### src/rtl/clk_div_pkg.sv
// Shared types and helpers for the programmable clock divider.
package clk_div_pkg;
  typedef enum logic [1:0] {IDLE, RUN, DRAIN} state_t;

  localparam int MIN_DIV = 2;

  // Ratios below MIN_DIV cannot produce both a high and a low phase.
  function automatic logic [31:0] clamp_div(input logic [31:0] n);
    return (n < 32'(MIN_DIV)) ? 32'(MIN_DIV) : n;
  endfunction
endpackage

### src/rtl/clk_div_if.sv
// Divide-ratio configuration handshake (valid/ready).
interface clk_div_if #(parameter int DIV_W = 8);
  logic             cfg_valid;
  logic [DIV_W-1:0] cfg_div;
  logic             cfg_ready;

  modport master (output cfg_valid, output cfg_div, input  cfg_ready);
  modport slave  (input  cfg_valid, input  cfg_div, output cfg_ready);
endinterface

### src/rtl/clk_div_core.sv
// Period counter and registered clk_out/tick generation for one divide ratio.
module clk_div_core #(
  parameter int DIV_W = 8
) (
  input  logic             clk_in,
  input  logic             rst,
  input  logic             run_i,
  input  logic             restart_i,
  input  logic [DIV_W-1:0] div_i,
  output logic             boundary_o,
  output logic             clk_o,
  output logic             tick_o
);
  localparam logic [DIV_W:0]   ONE_W = (DIV_W+1)'(1);
  localparam logic [DIV_W-1:0] ONE_N = DIV_W'(1);

  logic [DIV_W-1:0] cnt_q, cnt_d;
  logic             clk_q, clk_d, tick_q, tick_d;
  logic [DIV_W:0]   half, cnt_nxt;

  // One extra bit so the largest ratio does not wrap in (N+1)>>1.
  assign half       = ({1'b0, div_i} + ONE_W) >> 1;
  assign cnt_nxt    = {1'b0, cnt_q} + ONE_W;
  assign boundary_o = run_i && (cnt_q == div_i - ONE_N);

  always_comb begin
    cnt_d  = cnt_q;
    clk_d  = clk_q;
    tick_d = 1'b0;
    if (!run_i || boundary_o) begin
      cnt_d  = '0;
      clk_d  = restart_i;
      tick_d = restart_i;
    end else begin
      cnt_d  = cnt_nxt[DIV_W-1:0];
      clk_d  = (cnt_nxt < half);
    end
  end

  always_ff @(posedge clk_in) begin
    if (!rst) begin
      cnt_q  <= '0;
      clk_q  <= 1'b0;
      tick_q <= 1'b0;
    end else begin
      cnt_q  <= cnt_d;
      clk_q  <= clk_d;
      tick_q <= tick_d;
    end
  end

  assign clk_o  = clk_q;
  assign tick_o = tick_q;
endmodule

### src/rtl/clk_div_ctrl.sv
// Divider controller: run/drain FSM, ratio handshake, glitch-free ratio apply at period boundaries.
module clk_div_ctrl
  import clk_div_pkg::*;
#(
  parameter int DIV_W       = 8,
  parameter int DEFAULT_DIV = 4
) (
  input  logic             clk_in,
  input  logic             rst,
  input  logic             en,
  clk_div_if.slave         cfg,
  output logic             clk_out,
  output logic             tick_rise,
  output logic             active,
  output logic [DIV_W-1:0] cur_div
);
  state_t           state_q;
  logic [DIV_W-1:0] cur_div_q, pend_div_q, cfg_clamped;
  logic             pend_vld_q, xfer, boundary, run, restart;

  assign cfg.cfg_ready = !pend_vld_q;
  assign xfer          = cfg.cfg_valid && !pend_vld_q;
  assign cfg_clamped   = DIV_W'(clamp_div(32'(cfg.cfg_div)));

  assign run     = (state_q != IDLE);
  // RUN always starts another period; elsewhere only if en asks for it.
  assign restart = (state_q == RUN) || en;

  clk_div_core #(.DIV_W(DIV_W)) u_core (
    .clk_in     (clk_in),
    .rst        (rst),
    .run_i      (run),
    .restart_i  (restart),
    .div_i      (cur_div_q),
    .boundary_o (boundary),
    .clk_o      (clk_out),
    .tick_o     (tick_rise)
  );

  always_ff @(posedge clk_in) begin
    if (!rst) begin
      state_q    <= IDLE;
      cur_div_q  <= DIV_W'(DEFAULT_DIV);
      pend_div_q <= '0;
      pend_vld_q <= 1'b0;
    end else begin
      case (state_q)
        IDLE: begin
          if (xfer) cur_div_q <= cfg_clamped;
          if (en)   state_q   <= RUN;
        end
        RUN, DRAIN: begin
          if (boundary && pend_vld_q) begin
            cur_div_q  <= pend_div_q;
            pend_vld_q <= 1'b0;
          end
          // Captured after the apply so a same-cycle offer waits for the next boundary.
          if (xfer) begin
            pend_div_q <= cfg_clamped;
            pend_vld_q <= 1'b1;
          end
          if (state_q == RUN) begin
            if (!en) state_q <= DRAIN;
          end else if (en) begin
            state_q <= RUN;
          end else if (boundary) begin
            state_q <= IDLE;
          end
        end
        default: state_q <= IDLE;
      endcase
    end
  end

  assign active  = (state_q != IDLE);
  assign cur_div = cur_div_q;
endmodule

### src/flat_wrapper.sv
// flat-port wrapper written by rule: the top's interface ports become plain ports
module clk_div_ctrl_flat import clk_div_pkg::*;
#(
  parameter int DIV_W       = 8,
  parameter int DEFAULT_DIV = 4
)
  (clk_in, rst, en, clk_out, tick_rise, active, cur_div, cfg_cfg_valid, cfg_cfg_div, cfg_cfg_ready);
  clk_div_if #(.DIV_W(DIV_W)) cfg_i ();
  input  logic clk_in;
  input  logic rst;
  input  logic en;
  output logic clk_out;
  output logic tick_rise;
  output logic active;
  output logic [DIV_W-1:0] cur_div;
  input wire logic [$bits(cfg_i.cfg_valid)-1:0] cfg_cfg_valid;
  input wire logic [$bits(cfg_i.cfg_div)-1:0] cfg_cfg_div;
  output wire logic [$bits(cfg_i.cfg_ready)-1:0] cfg_cfg_ready;
  assign cfg_i.cfg_valid = cfg_cfg_valid;
  assign cfg_i.cfg_div = cfg_cfg_div;
  assign cfg_cfg_ready = cfg_i.cfg_ready;
  clk_div_ctrl #(.DIV_W(DIV_W), .DEFAULT_DIV(DEFAULT_DIV)) u_core (.clk_in(clk_in), .rst(rst), .en(en), .cfg(cfg_i), .clk_out(clk_out), .tick_rise(tick_rise), .active(active), .cur_div(cur_div));
endmodule
### config.mk
export PLATFORM = sky130hd
export DESIGN_NAME = clk_div_ctrl_flat
export DESIGN_NICKNAME = d
export VERILOG_FILES = /design/src/rtl/clk_div_pkg.sv /design/src/rtl/clk_div_if.sv /design/src/rtl/clk_div_core.sv /design/src/rtl/clk_div_ctrl.sv /design/src/flat_wrapper.sv
export SDC_FILE = /design/constraint.sdc
export NUM_CORES = 1
export LEC_CHECK = 0
export BUFFER_PORTS_ARGS = -buffer_cell sky130_fd_sc_hd__buf_2
export CAP_MARGIN = 20
export CELL_PAD_IN_SITES_DETAIL_PLACEMENT = 0
export CELL_PAD_IN_SITES_GLOBAL_PLACEMENT = 1
export CORE_MARGIN = 2
export CORE_UTILIZATION = 30
export DETAILED_ROUTE_END_ITERATION = 10
export PLACE_DENSITY = 0.57
export SYNTH_ARGS = -nofsm -noshare
export SYNTH_HDL_FRONTEND = slang
export SYNTH_SLANG_ARGS = --single-unit
### constraint.sdc
create_clock -name clk_in -period 6.8 [get_ports clk_in]
set_input_delay 0.68 -clock clk_in [delete_from_list [all_inputs] [get_ports clk_in]]
set_output_delay 0.68 -clock clk_in [all_outputs]
set_load 0.03 [all_outputs]
Word level (Yosys, flattened, before mapping). Cells that the tools add are included.

Bits in registers: 29. Bits in latches: 0. Bits in writable memories: 0. Memory bits (read-only): 0. Word-level logic and storage cells: 52. Memories: 0.

$add $sub $neg: 3. Multipliers: 0. Divide/modulo/power cells: 0. Magnitude comparators: 2. Eq/ne operators: 8. Shift-type cells: 0. Multiplexer cells: 13. Bitwise operators: 1. Reductions and logical operators: 18.

Operator list (count): $mux 8 (3); $add 8x1->9 const B (2); $pmux 8 s2 (1); $mux 2 (5); $lt 9x8->1 (1); $eq 8x8->1 (1); $lt 8x2->1 const B (1); $sub 8x1->8 const B (1); $reduce_and 2->1 (3); $reduce_and 3->1 (2); $reduce_bool 2->1 (3); $ne 2x1->1 const B (2); $ne 4x2->1 const B (1); $pmux 2 s2 (1); $reduce_or 2->1 (2); $logic_and 1x1->1 (3); $mux 1 (3); $ne 3x3->1 const B (1); $eq 2x1->1 const B (1); $eq 2x2->1 const B (1); $logic_not 1->1 (2); $logic_not 2->1 (1); $logic_or 1x1->1 (2); $ne 2x2->1 const B (1); $not 1->1 (1).

Depth between registers and ports, before layout.
Word-level depth: 7. Gate-level depth with buffers: 11. Gate-level depth less buffers: 10.

Modules after synthesis. From an unflattened synthesis, not the netlist that was laid out.

Cell total of the unflattened synthesis: 213. Area, all modules: 1879.3 um2.

By module, submodules not included: clk_div_ctrl (times used 1, cells an instance 104, area each 943.4 um2); clk_div_core (times used 1, cells an instance 109, area each 935.9 um2).

Worst setup path before layout. No wires, ideal clock.

Kind: flip-flop to flip-flop. From: register u_core.cur_div_q[0], in the netlist u_core.cur_div[0]. To: register u_core.pend_vld_q. Library setup time: 0.125 ns. Arrival: 2.405 ns. Required time: 6.675 ns. Setup slack: 4.270 ns. Cell stages (with the launch flop): 8. Cells stage by stage: dfxtp_1 -> inv_1 -> ha_1 -> xnor2_1 -> a211o_1 -> nor4b_2 -> o211ai_2 -> o41a_1.

Longest elaborated chain between the ends: 6.

Ends and longest elaborated chain: start: declaration (RTL line clk_div_ctrl.sv:18) `logic [DIV_W-1:0] cur_div_q, pend_div_q, cfg_clamped;`; start signal: assignment (RTL line clk_div_ctrl.sv:43) `cur_div_q <= DIV_W'(DEFAULT_DIV);`; start signal: assignment (RTL line clk_div_ctrl.sv:49) `if (xfer) cur_div_q <= cfg_clamped;`; start signal: assignment (RTL line clk_div_ctrl.sv:54) `cur_div_q <= pend_div_q;`; $sub 8x1->8 (RTL line clk_div_core.sv:24) `assign boundary_o = run_i && (cnt_q == div_i - ONE_N);`; $eq 8x8->1 (RTL line clk_div_core.sv:24); $logic_and 1x1->1 (RTL line clk_div_core.sv:24); $logic_and 1x1->1 (RTL line clk_div_ctrl.sv:53) `if (boundary && pend_vld_q) begin`; $reduce_bool 2->1 (no line); $reduce_and 2->1 (no line); end signal: assignment (RTL line clk_div_ctrl.sv:45) `pend_vld_q <= 1'b0;`; end signal: assignment (RTL line clk_div_ctrl.sv:55) `pend_vld_q <= 1'b0;`; end signal: assignment (RTL line clk_div_ctrl.sv:60) `pend_vld_q <= 1'b1;`; end: declaration (RTL line clk_div_ctrl.sv:19) `logic pend_vld_q, xfer, boundary, run, restart;`.

Every way passes these cells. A chain may end at the register's enable or synchronous reset.

Final worst setup path.
From: register u_core.cur_div_q[0], in the netlist u_core.cur_div[0]. To: register u_core.cur_div_q[0], in the netlist u_core.cur_div[0].

Longest elaborated chain between the ends: 6.

Ends and longest elaborated chain (RTL line): $sub 8x1->8 (clk_div_core.sv:24); $eq 8x8->1 (clk_div_core.sv:24); $logic_and 1x1->1 (clk_div_core.sv:24); $logic_and 1x1->1 (clk_div_ctrl.sv:53); $ne 2x1->1 (no line); $reduce_and 3->1 (no line).

Every way passes these cells.

==> impl_results.md <==
* Status: complete, no violations
* RSZ-0062 raised after global routing: no
* Worst vdd ir at 0.102 mV
* ANT cells at 0
* FMAX at 0.372 GHz
* Leak at 0.900 nW
* DRC at 0
* Final setup fails at 0
* Hpwl dp at 3.66 mm
* # Post-CTS Setup Buffers at 0
* Final hold vios at 0
* Die Area at 7130 um2
* Syn Inst Count at 230
* Clk sinks at 29
* CP Data Arrival Time at 2.83 ns
* CTS Buf Count at 5
* Largest net degree at the start of global routing at 19
* Clk_skew at 0.00931 ns
* Asr flop ratio synth at 0%
* Row cnt at 29
* Die Ht at 84.4 um
* Post-route design area at 2220 um2
* Hold slack at 0.455 ns
* Netlist cell types at 47
* Share of cells above drive strength 1 at 17.7%
* #FFs+latches synth at 29
* MaxCap Viol Count at 0
* Clk_lat worst skew at 0.29 ns
* GRT Residual Overflow at 0
* Final Cycle Share at 39.5%
* Initial core utilization at 30.7%
* Post-synth EDFFs at 0
* Port bufs at 23
* Pre-CTS WS at 4.09 ns
* Worst-Margin Slew at 0.628 ns
* First-pass GRT wire length at 8.08 mm
* Vias in the first global route at 1619
* Antenna Violating Nets Remaining at 0
* Yosys warns at 0
* Area contributors post-synth: dfxtp_1 30%, ha_1 8.4%, xnor2_1 6.8%
* DP Cell Count at 318
* Final WL at 4.80 mm
* Drt via density at 5.11
* Crit. End Element: register
* Worst setup path category: reg2reg
* Most frequent cell after synthesis: dfxtp_1
* Clock transition at path regs at 0.07 ns
* Detailed-route wire length per cell at 14.7 um
* Tot GR Track Use at 14.3%
* Longest Clk Path Bufs at 2
* Final #Nets at 273
* 1st-pass router iterations at 4
* Via Count at 1667
* Startpoint types: register
* Post-synthesis cell area at 1940 um2
* Setup TNS at 0 ns
* Worst-path fanout max at 8
* Slowest CP cell: dfxtp_1
* Post-Layout Cell Count at 326
* Most frequent cells after synthesis: 29 x dfxtp_1, 23 x nand2_1, 21 x nor2_1, 15 x xnor2_1, 14 x a21oi_1
* Syn_nets at 255
* Critical-path cell list: inv_1 > ha_1 > xnor2_1 > a211o_1 > nor4b_2 > o2111ai_2 > a211oi_1 > a211oi_2
* Pwr dens at 245 nW/um2
* Fin crit period at 2.69 ns
* Main synth FF type: dfxtp_1
* Initial antenna violation count at 0
* Root Driver: clkbuf_8
* PnR worst setup slack at 4.11 ns
* Largest stage delay, worst path at 0.48 ns
* GPL Wtd Cong at 0.754
* Hold_buf cts at 0
* Post-CTS resize count at 0
* Core Area at 6310 um2
* Yosys top cell by area: dfxtp_1
* Top cell type's share of synthesized area at 29.9%
* TritonCTS clock tree: yes
* Data required time at the worst endpoint at 6.94 ns
* Final Max Tran Viols at 0
* DRT iter0 DRCs at 69
* Area grow syn2layout at 14.6%
* Slew HR at 58.1%
* Hold Crit Class: reg2reg
* Dpl cell area at 2100 um2
* Mean post-synth cell area at 8.44 um2
* Htree depth at 2
* Seq/Total Area, Yosys at 29.9%
* IO Count at 24
* Die Wd at 84.4 um
==> metal layers <==
metal	vias up	wire, um	GRT usage, %
met5	-	0	0
met4	0	81	5.34
met3	8	133	3.34
met2	25	2210	22.8
met1	779	2370	18.7
li1	855	-	-
==> final timing paths <==
| check | from | to | slack (ns) | cells after the start |
|---|---|---|---|---|
| worst max-delay path | u_core.cur_div[0] | u_core.cur_div[0] | 4.11 | 8 |
| worst min-delay path | u_core.pend_div_q[5] | u_core.pend_div_q[5] | 0.46 | 2 |
| worst min register to register | u_core.pend_div_q[5] | u_core.pend_div_q[5] | 0.46 | 2 |
| worst max register to register | u_core.cur_div[0] | u_core.cur_div[0] | 4.11 | 8 |
==> through the flow <==
| stage | total power (W) | util, % |
|---|---|---|
| final | 0.000545 | 35.2 |
| after global routing | 0.000581 | 35.2 |
| after CTS | 0.000556 | 35.2 |
| after detailed placement | 0.000357 | 33.3 |
| after global placement | 0.000359 | 33.3 |
| after floorplan | 0.000320 | - |
==> kinds of logic after synthesis <==
kind of cell | after synthesis | synth area share, %
adder cells (fa/ha/maj) | 13 | 8.38
AO/OA/AOI/OAI | 61 | 24.6
multiplexers | 7 | 3.68
flip-flops | 29 | 29.9
XOR/XNOR | 21 | 9.48
AND/OR/NAND/NOR | 75 | 19.1
buffers and inverters | 24 | 4.84
==> critical path: cells and delay by family, from the launching register on <==
family          cells  cell delay (ns)
buf+inv             1             0.12
compound gates      4             1.02
fa+ha+maj           1             0.29
xor+xnor            1             0.16
flops               1             0.48
simple gates        1             0.46
==> flip-flops by register name, summed over array words and instances (netlist names) <==
register / count
u_core.u_core.tick_o: 1
u_core.u_core.cnt_q: 8
u_core.cur_div: 8
u_core.state_q: 2
u_core.pend_vld_q: 1
u_core.u_core.clk_o: 1
u_core.pend_div_q: 8
==> power breakdown <==
| part | switching, W | leakage, nW | internal [W] | total, W |
|---|---|---|---|---|
| combinational | 0.0000894 | 0.606 | 0.0000562 | 0.000146 |
| sequential | 0.0000228 | 0.237 | 0.000183 | 0.000206 |
| clock | 0.0000752 | 0.0574 | 0.000119 | 0.000194 |
==> placed cells by master, fill, tap and decap left out, types with 6 or more instances in the layout <==
cell | netlist | layout
dfxtp_1 | 29 | 29
nand2_1 | 23 | 23
buf_2 | 3 | 23
nor2_1 | 21 | 21
xnor2_1 | 15 | 15
a21oi_1 | 14 | 14
ha_1 | 13 | 13
inv_1 | 11 | 11
nand3_1 | 8 | 8
o21ai_0 | 8 | 8
o211ai_1 | 7 | 7
nor2b_1 | 7 | 7
xor2_1 | 6 | 6
mux2i_1 | 6 | 6
clkbuf_8 | 0 | 6
==> area by class of cell <==
type / count / area [um2]
repair buffers: 23 / 115
inverters: 12 / 45.0
clock inverters: 2 / 37.5
multi-input cells: 177 / 1270
clock buffers: 6 / 82.6
flip-flops and latches: 29 / 581
well taps: 77 / 96.3
fillers: 697 / 4090
(Power assumes the default switching activity.)
